File: config.mk
export PLATFORM = sky130hd
export DESIGN_NAME = universal_gate_pipe
export DESIGN_NICKNAME = d
export VERILOG_FILES = /design/src/rtl/universal_gate_pipe.sv
export SDC_FILE = /design/constraint.sdc
export NUM_CORES = 1
export LEC_CHECK = 0
export ABC_AREA = 1
export CAP_MARGIN = 20
export CORE_ASPECT_RATIO = 0.8
export CORE_MARGIN = 5
export CORE_UTILIZATION = 52
export DETAILED_ROUTE_END_ITERATION = 16
export PLACE_DENSITY = 0.78
export RECOVER_POWER = 25
export SYNTH_ARGS = -nofsm -noshare
export SYNTH_HDL_FRONTEND = slang
export SYNTH_SLANG_ARGS = --single-unit
File: constraint.sdc
create_clock -name clk -period 1.59 [get_ports clk]
set_input_delay 0.2385 -clock clk [delete_from_list [all_inputs] [get_ports clk]]
set_output_delay 0.2385 -clock clk [all_outputs]
set_load 0.01 [all_outputs]
File: src/rtl/universal_gate_pipe.sv
`default_nettype none
// ============================================================================
// Module   : universal_gate_pipe
// Brief    : Two-stage valid/ready pipeline applying one of eight bitwise gates
//            to a and b. Define UNIVERSAL_GATE_PIPE_STATS_EN to add op_count.
// Revision : 1.0 - initial release
// ============================================================================
module universal_gate_pipe #(
  parameter int WIDTH = 8,
  parameter int CNT_W = 16
) (
  input  logic             clk,
  input  logic             rst,
  input  logic             in_valid,
  output logic             in_ready,
  input  logic [WIDTH-1:0] a,
  input  logic [WIDTH-1:0] b,
  input  logic [2:0]       mode,
  output logic             out_valid,
  input  logic             out_ready,
  output logic [WIDTH-1:0] y,
  output logic [2:0]       out_mode,
  output logic             busy
`ifdef UNIVERSAL_GATE_PIPE_STATS_EN
  ,
  output logic [CNT_W-1:0] op_count
`endif
);

  localparam logic [2:0] c_mode_nand = 3'd0;
  localparam logic [2:0] c_mode_nor  = 3'd1;
  localparam logic [2:0] c_mode_and  = 3'd2;
  localparam logic [2:0] c_mode_or   = 3'd3;
  localparam logic [2:0] c_mode_xor  = 3'd4;
  localparam logic [2:0] c_mode_xnor = 3'd5;
  localparam logic [2:0] c_mode_nota = 3'd6;
  localparam logic [2:0] c_mode_bufa = 3'd7;

  generate
    if (WIDTH < 1 || WIDTH > 64 || CNT_W < 1) begin : g_param_check
      $error("universal_gate_pipe: WIDTH must be 1..64 and CNT_W at least 1");
    end
  endgenerate

  logic             r_s1_valid;
  logic [WIDTH-1:0] r_s1_a;
  logic [WIDTH-1:0] r_s1_b;
  logic [2:0]       r_s1_mode;
  logic             r_s2_valid;
  logic [WIDTH-1:0] r_s2_y;
  logic [2:0]       r_s2_mode;
  logic             w_s2_ready;
  logic [WIDTH-1:0] w_gate_y;

  // S2 can take new data when empty or when its current result leaves now.
  assign w_s2_ready = !r_s2_valid || out_ready;
  assign in_ready   = !r_s1_valid || w_s2_ready;
  assign out_valid  = r_s2_valid;
  assign y          = r_s2_y;
  assign out_mode   = r_s2_mode;
  assign busy       = r_s1_valid || r_s2_valid;

  always_comb begin
    w_gate_y = '0;
    case (r_s1_mode)
      c_mode_nand: w_gate_y = ~(r_s1_a & r_s1_b);
      c_mode_nor:  w_gate_y = ~(r_s1_a | r_s1_b);
      c_mode_and:  w_gate_y = r_s1_a & r_s1_b;
      c_mode_or:   w_gate_y = r_s1_a | r_s1_b;
      c_mode_xor:  w_gate_y = r_s1_a ^ r_s1_b;
      c_mode_xnor: w_gate_y = ~(r_s1_a ^ r_s1_b);
      c_mode_nota: w_gate_y = ~r_s1_a;
      c_mode_bufa: w_gate_y = r_s1_a;
    endcase
  end

  always_ff @(posedge clk or posedge rst) begin
    if (rst) begin
      r_s1_valid <= 1'b0;
      r_s1_a     <= '0;
      r_s1_b     <= '0;
      r_s1_mode  <= '0;
    end else if (in_ready) begin
      r_s1_valid <= in_valid;
      if (in_valid) begin
        r_s1_a    <= a;
        r_s1_b    <= b;
        r_s1_mode <= mode;
      end
    end
  end

  always_ff @(posedge clk or posedge rst) begin
    if (rst) begin
      r_s2_valid <= 1'b0;
      r_s2_y     <= '0;
      r_s2_mode  <= '0;
    end else if (w_s2_ready) begin
      r_s2_valid <= r_s1_valid;
      if (r_s1_valid) begin
        r_s2_y    <= w_gate_y;
        r_s2_mode <= r_s1_mode;
      end
    end
  end

`ifdef UNIVERSAL_GATE_PIPE_STATS_EN
  logic [CNT_W-1:0] r_op_count;

  // Free-running: wraps to zero silently.
  always_ff @(posedge clk or posedge rst) begin
    if (rst) begin
      r_op_count <= '0;
    end else if (r_s2_valid && out_ready) begin
      r_op_count <= r_op_count + CNT_W'(1);
    end
  end

  assign op_count = r_op_count;
`endif

endmodule
`default_nettype wire

# Yosys cells after proc, flatten, opt, wreduce, memory -nomap -nowiden
# Index checks and enable logic that the tools add are counted.
# word_totals
register_bits,32
inputBits,23
out_inout_bits,14
word_cells,30
# op_classes
n_eq_ne,7
muxes,1
bitwise,7
n_reduce_logical,8
# op_table
operator,n
8-bit one-hot mux with 8 select lines,1
8-bit NOT,4
3-bit equality test (second input constant),4
8-bit bitwise AND,1
8-bit OR,1
8-bit bitwise XOR,1
3-bit by 2-bit equality test with 1-bit output (second input constant),2
2-bit AND reduction,2
3-bit by 1-bit equality test with 1-bit output (second input constant),1
3-bit logical NOT,1
1-bit logical OR,3
1-bit logical NOT,2

# Depth between registers and ports, before layout
# depth
word_depth,4
depth_mapped,9

# Worst setup path before layout
# No wires, ideal clock.
# synth_path
path_kind,reg2reg
startpoint,reg r_s1_a[0]
endpoint,reg r_s2_y[0] (netlist: y[0])
arrival_ps,1114
required_time_ps,1474
path_slack_ps,359
path_stages_with_launch,9
n_path_buf,0
cell_sequence,dfrtp_1 inv_1 ha_1 o21ai_0 nand2_1 nor2_1 nand2_1 nand2_1 nand2_1
# synth_via
elab_chain_len,3
elab_cells_between_ends,8
cone_classes,mux (1); bitwise (7)
# synth_rtl
item,line_no,rtl
"start, declared",46,logic [WIDTH-1:0] r_s1_a;
"start signal, assigned",80,r_s1_a <= '0;
"start signal, assigned",86,r_s1_a <= a;
8-bit bitwise XOR (tied with other cells),"70, 71",
8-bit NOT (on tied branches),"71, 66, 67",
8-bit one-hot mux with 8 select lines (*),65,case (r_s1_mode)
"end signal, assigned",101,r_s2_y <= w_gate_y;
"end, declared",50,logic [WIDTH-1:0] r_s2_y;
# Every way passes the cells marked *; elsewhere a longest branch is shown, timed or not.
# A chain may end at the register's enable or synchronous reset.

# Worst setup path in the final report
# layout_path
startpoint,reg r_s2_valid (netlist: out_valid)
endpoint,out busy
# layout_via
elab_chain_len,1
# layout_rtl
item,line_no,rtl
"start, declared",49,logic r_s2_valid;
"start signal, assigned",99,r_s2_valid <= r_s1_valid;
1-bit logical OR,61,assign busy = r_s1_valid || r_s2_valid;
"end, declared",23,output logic busy
# Every way passes these cells.

==> metrics.txt <==
1st-pass router iterations=4; initial drt markers=140; Async SR Flop Fraction=1.00; peak supply drop=0.507 mV; RSZ-0062 raised after global routing=false; Final GP Congestion=0.814; vias in the first global route=1,929; Seq/Total Area, Yosys=0.367; TritonCTS clock tree=built; Post-synth top flop=dfrtp_1; Synth top area share=0.367; Final Skew=0.00659 ns; Final ANT Viol Nets=0; Final nets=381; Netlist Area Pre-Place=0.00218 mm^2; Distinct cells, synth=20; hold path start=y[4]; largest net degree at the start of global routing=40; fin crit share=0.968; gr ovfl total=0; total design power=3.00 mW; FILL cells=396; Critical Path Slowest Stage Cell=dfrtp_2; CTS Root Buffer Type=clkbuf_8; R2R Setup Slk=0.15 ns; cell leakage power=1.43 nW; crit path time final=1.54 ns; placed insts=392; Yosys top cell by area=dfrtp_1; clock buffer depth=2; clock sinks=32; Area Growth Syn to Fin=23.7%; pin slew with the least headroom to its limit=0.792 ns; DP Area=0.00262 mm^2; global-route wire length before repair=8310 um; relative slew slack=0.472; WHS Endpoint=y[4]; max-cap violation count=0; max incr delay on CP=0.45 ns; layout cell share with drive strength beyond 1=0.0787; kind of critical path=register to primary output; HPWL after DPL=3390 um; maximum fanout along the worst path=5; Fin Setup TNS=0 ns; IO Count=37; Worst Hold Class=register to register; Core Area=0.00413 mm^2; syn avg cell area=7.14 um^2; drt wl/cell=12.2 um; post-route insts no fill=400; all-layer global routing usage=0.194; # rows=21; IO Port Bufs=36; synth warn=0; drt total wl=4870 um; Area contributors post-synth=dfrtp_1, nand2_1, nand4_1, ha_1, nor2_1; worst r2r src=r_s1_mode[0]; fin. max-slew vios=0; antenna violations before repair=0; Starting Density=0.529; WP data required=1.35 ns; highest clock rate=0.650 GHz; H-tree depth=2; # setup viols final=0; reg-to-reg endpoint=y[4]; final hold slack=0.483 ns; diode count=0; Vias/cell=5.15; critical path launch point type=register; run status=finished clean; Synth Register Bits=32; Critical Path, Cell by Cell=or2_2, dlygate4sd2_1; DRC errors left=0; clk_lat worst skew=0.29 ns; hold depth=2; most common cell in the netlist=nand2_1; Post-Syn Instances=306; via count=2,061; die height=68.0 um; Synthesized Nets=345; most common library cells after synthesis=nand2_1, nor2_1, inv_1; path depth of the worst reg2reg path=7; critical path arrival=1.30 ns; die area=0.00560 mm^2; Critical Path End Type=primary output; Post-synth EDFFs=0; Die W=82.4 um; clk slew on worst S/H paths=0.06 ns; final hold violation count=0; Finished Cell Area=0.00270 mm^2; Power Dens Cells=1110 mW/mm^2; CTS Buf Count=5
-- through the flow --
stage	setup WS, ns	utilization
2_1_floorplan	0.359	-
3_3_place_gp	0.00796	0.634
3_5_place_dp	0.000564	0.634
4_1_cts	0.0408	0.655
5_1_grt	0.00534	0.655
6_report	0.0515	0.655
-- cells in the final DEF, fill, tap and decap left out --
cell	count
inv_2	3
dfrtp_2	1
or2_2	1
clkbuf_2	1
inv_1	37
buf_12	2
nor2_4	1
nand4_1	36
nand3_1	9
clkdlybuf4s50_1	33
dfrtp_1	31
nor2_1	43
nor2_2	1
dlygate4sd2_1	2
clkbuf_1	2
a21oi_1	19
buf_4	9
dlygate4sd3_1	1
o21ai_0	5
nand3_2	1
o21ai_1	6
clkbuf_8	6
a21oi_4	1
ha_1	16
nand2_1	76
-- worst max path at each step --
stage	cells after the start	slack [ns]	start	endpoint
6_report	2	0.05	out_valid	busy
5_1_grt	7	0.005	r_s1_mode[0]	y[5]
2_1_floorplan	8	0.36	r_s1_a[0]	y[0]
3_3_place_gp	4	0.008	out_ready	in_ready
3_5_place_dp	4	0.0006	out_ready	in_ready
4_1_cts	2	0.04	out_valid	busy
-- critical path, delay by kind of cell (launching register included) --
kind	cells	cell delay, ns
DFF	1	0.45
buffers and inverters	1	0.29
and+or+nand+nor	1	0.28
-- where the power goes --
part           internal, mW  switching, mW  total (mW)  leakage [nW]
clock network         0.353          0.288       0.641        0.0455
logic                 0.557          0.662        1.22          1.02
registers              1.00          0.135        1.14         0.367
total                  1.91           1.09        3.00          1.43
-- final cells by class --
class	count	area, um^2	area share
Timing Repair Buffer	48	470	0.174
Inverter	40	150	0.0556
Clock buffer	8	90.1	0.0333
Multi-Input combinational cell	215	1120	0.414
Tap cell	57	71.3	0.0264
Sequential cell	32	802	0.297
-- sequential cells by signal, indices dropped and copies added (netlist names) --
register / count
r_s1_b: 8
r_s1_mode: 3
r_s1_valid: 1
y: 8
r_s1_a: 8
out_valid: 1
out_mode: 3
-- timing repair --
item	4_1_cts	5_1_grt
buffers inserted	0	0
hold buffers	0	0
resized for setup	3	0
endpoints found under the setup margin	2	0
hold endpoints to repair	0	0
-- layer usage --
metal | part of all wire | global-route usage
met1 | 0.48 | 0.251
met2 | 0.44 | 0.310
met3 | 0.057 | 0.0434
met4 | 0.019 | 0.0851
met5 | 0 | 0
-- cells by family after synthesis --
kind of cell,Yosys count,share of synthesized area
compound gates,31,0.0762
fa+ha+maj,16,0.0917
buf+inv,59,0.121
flops,32,0.367
simple gates,168,0.344
(Power assumes the default switching activity.)
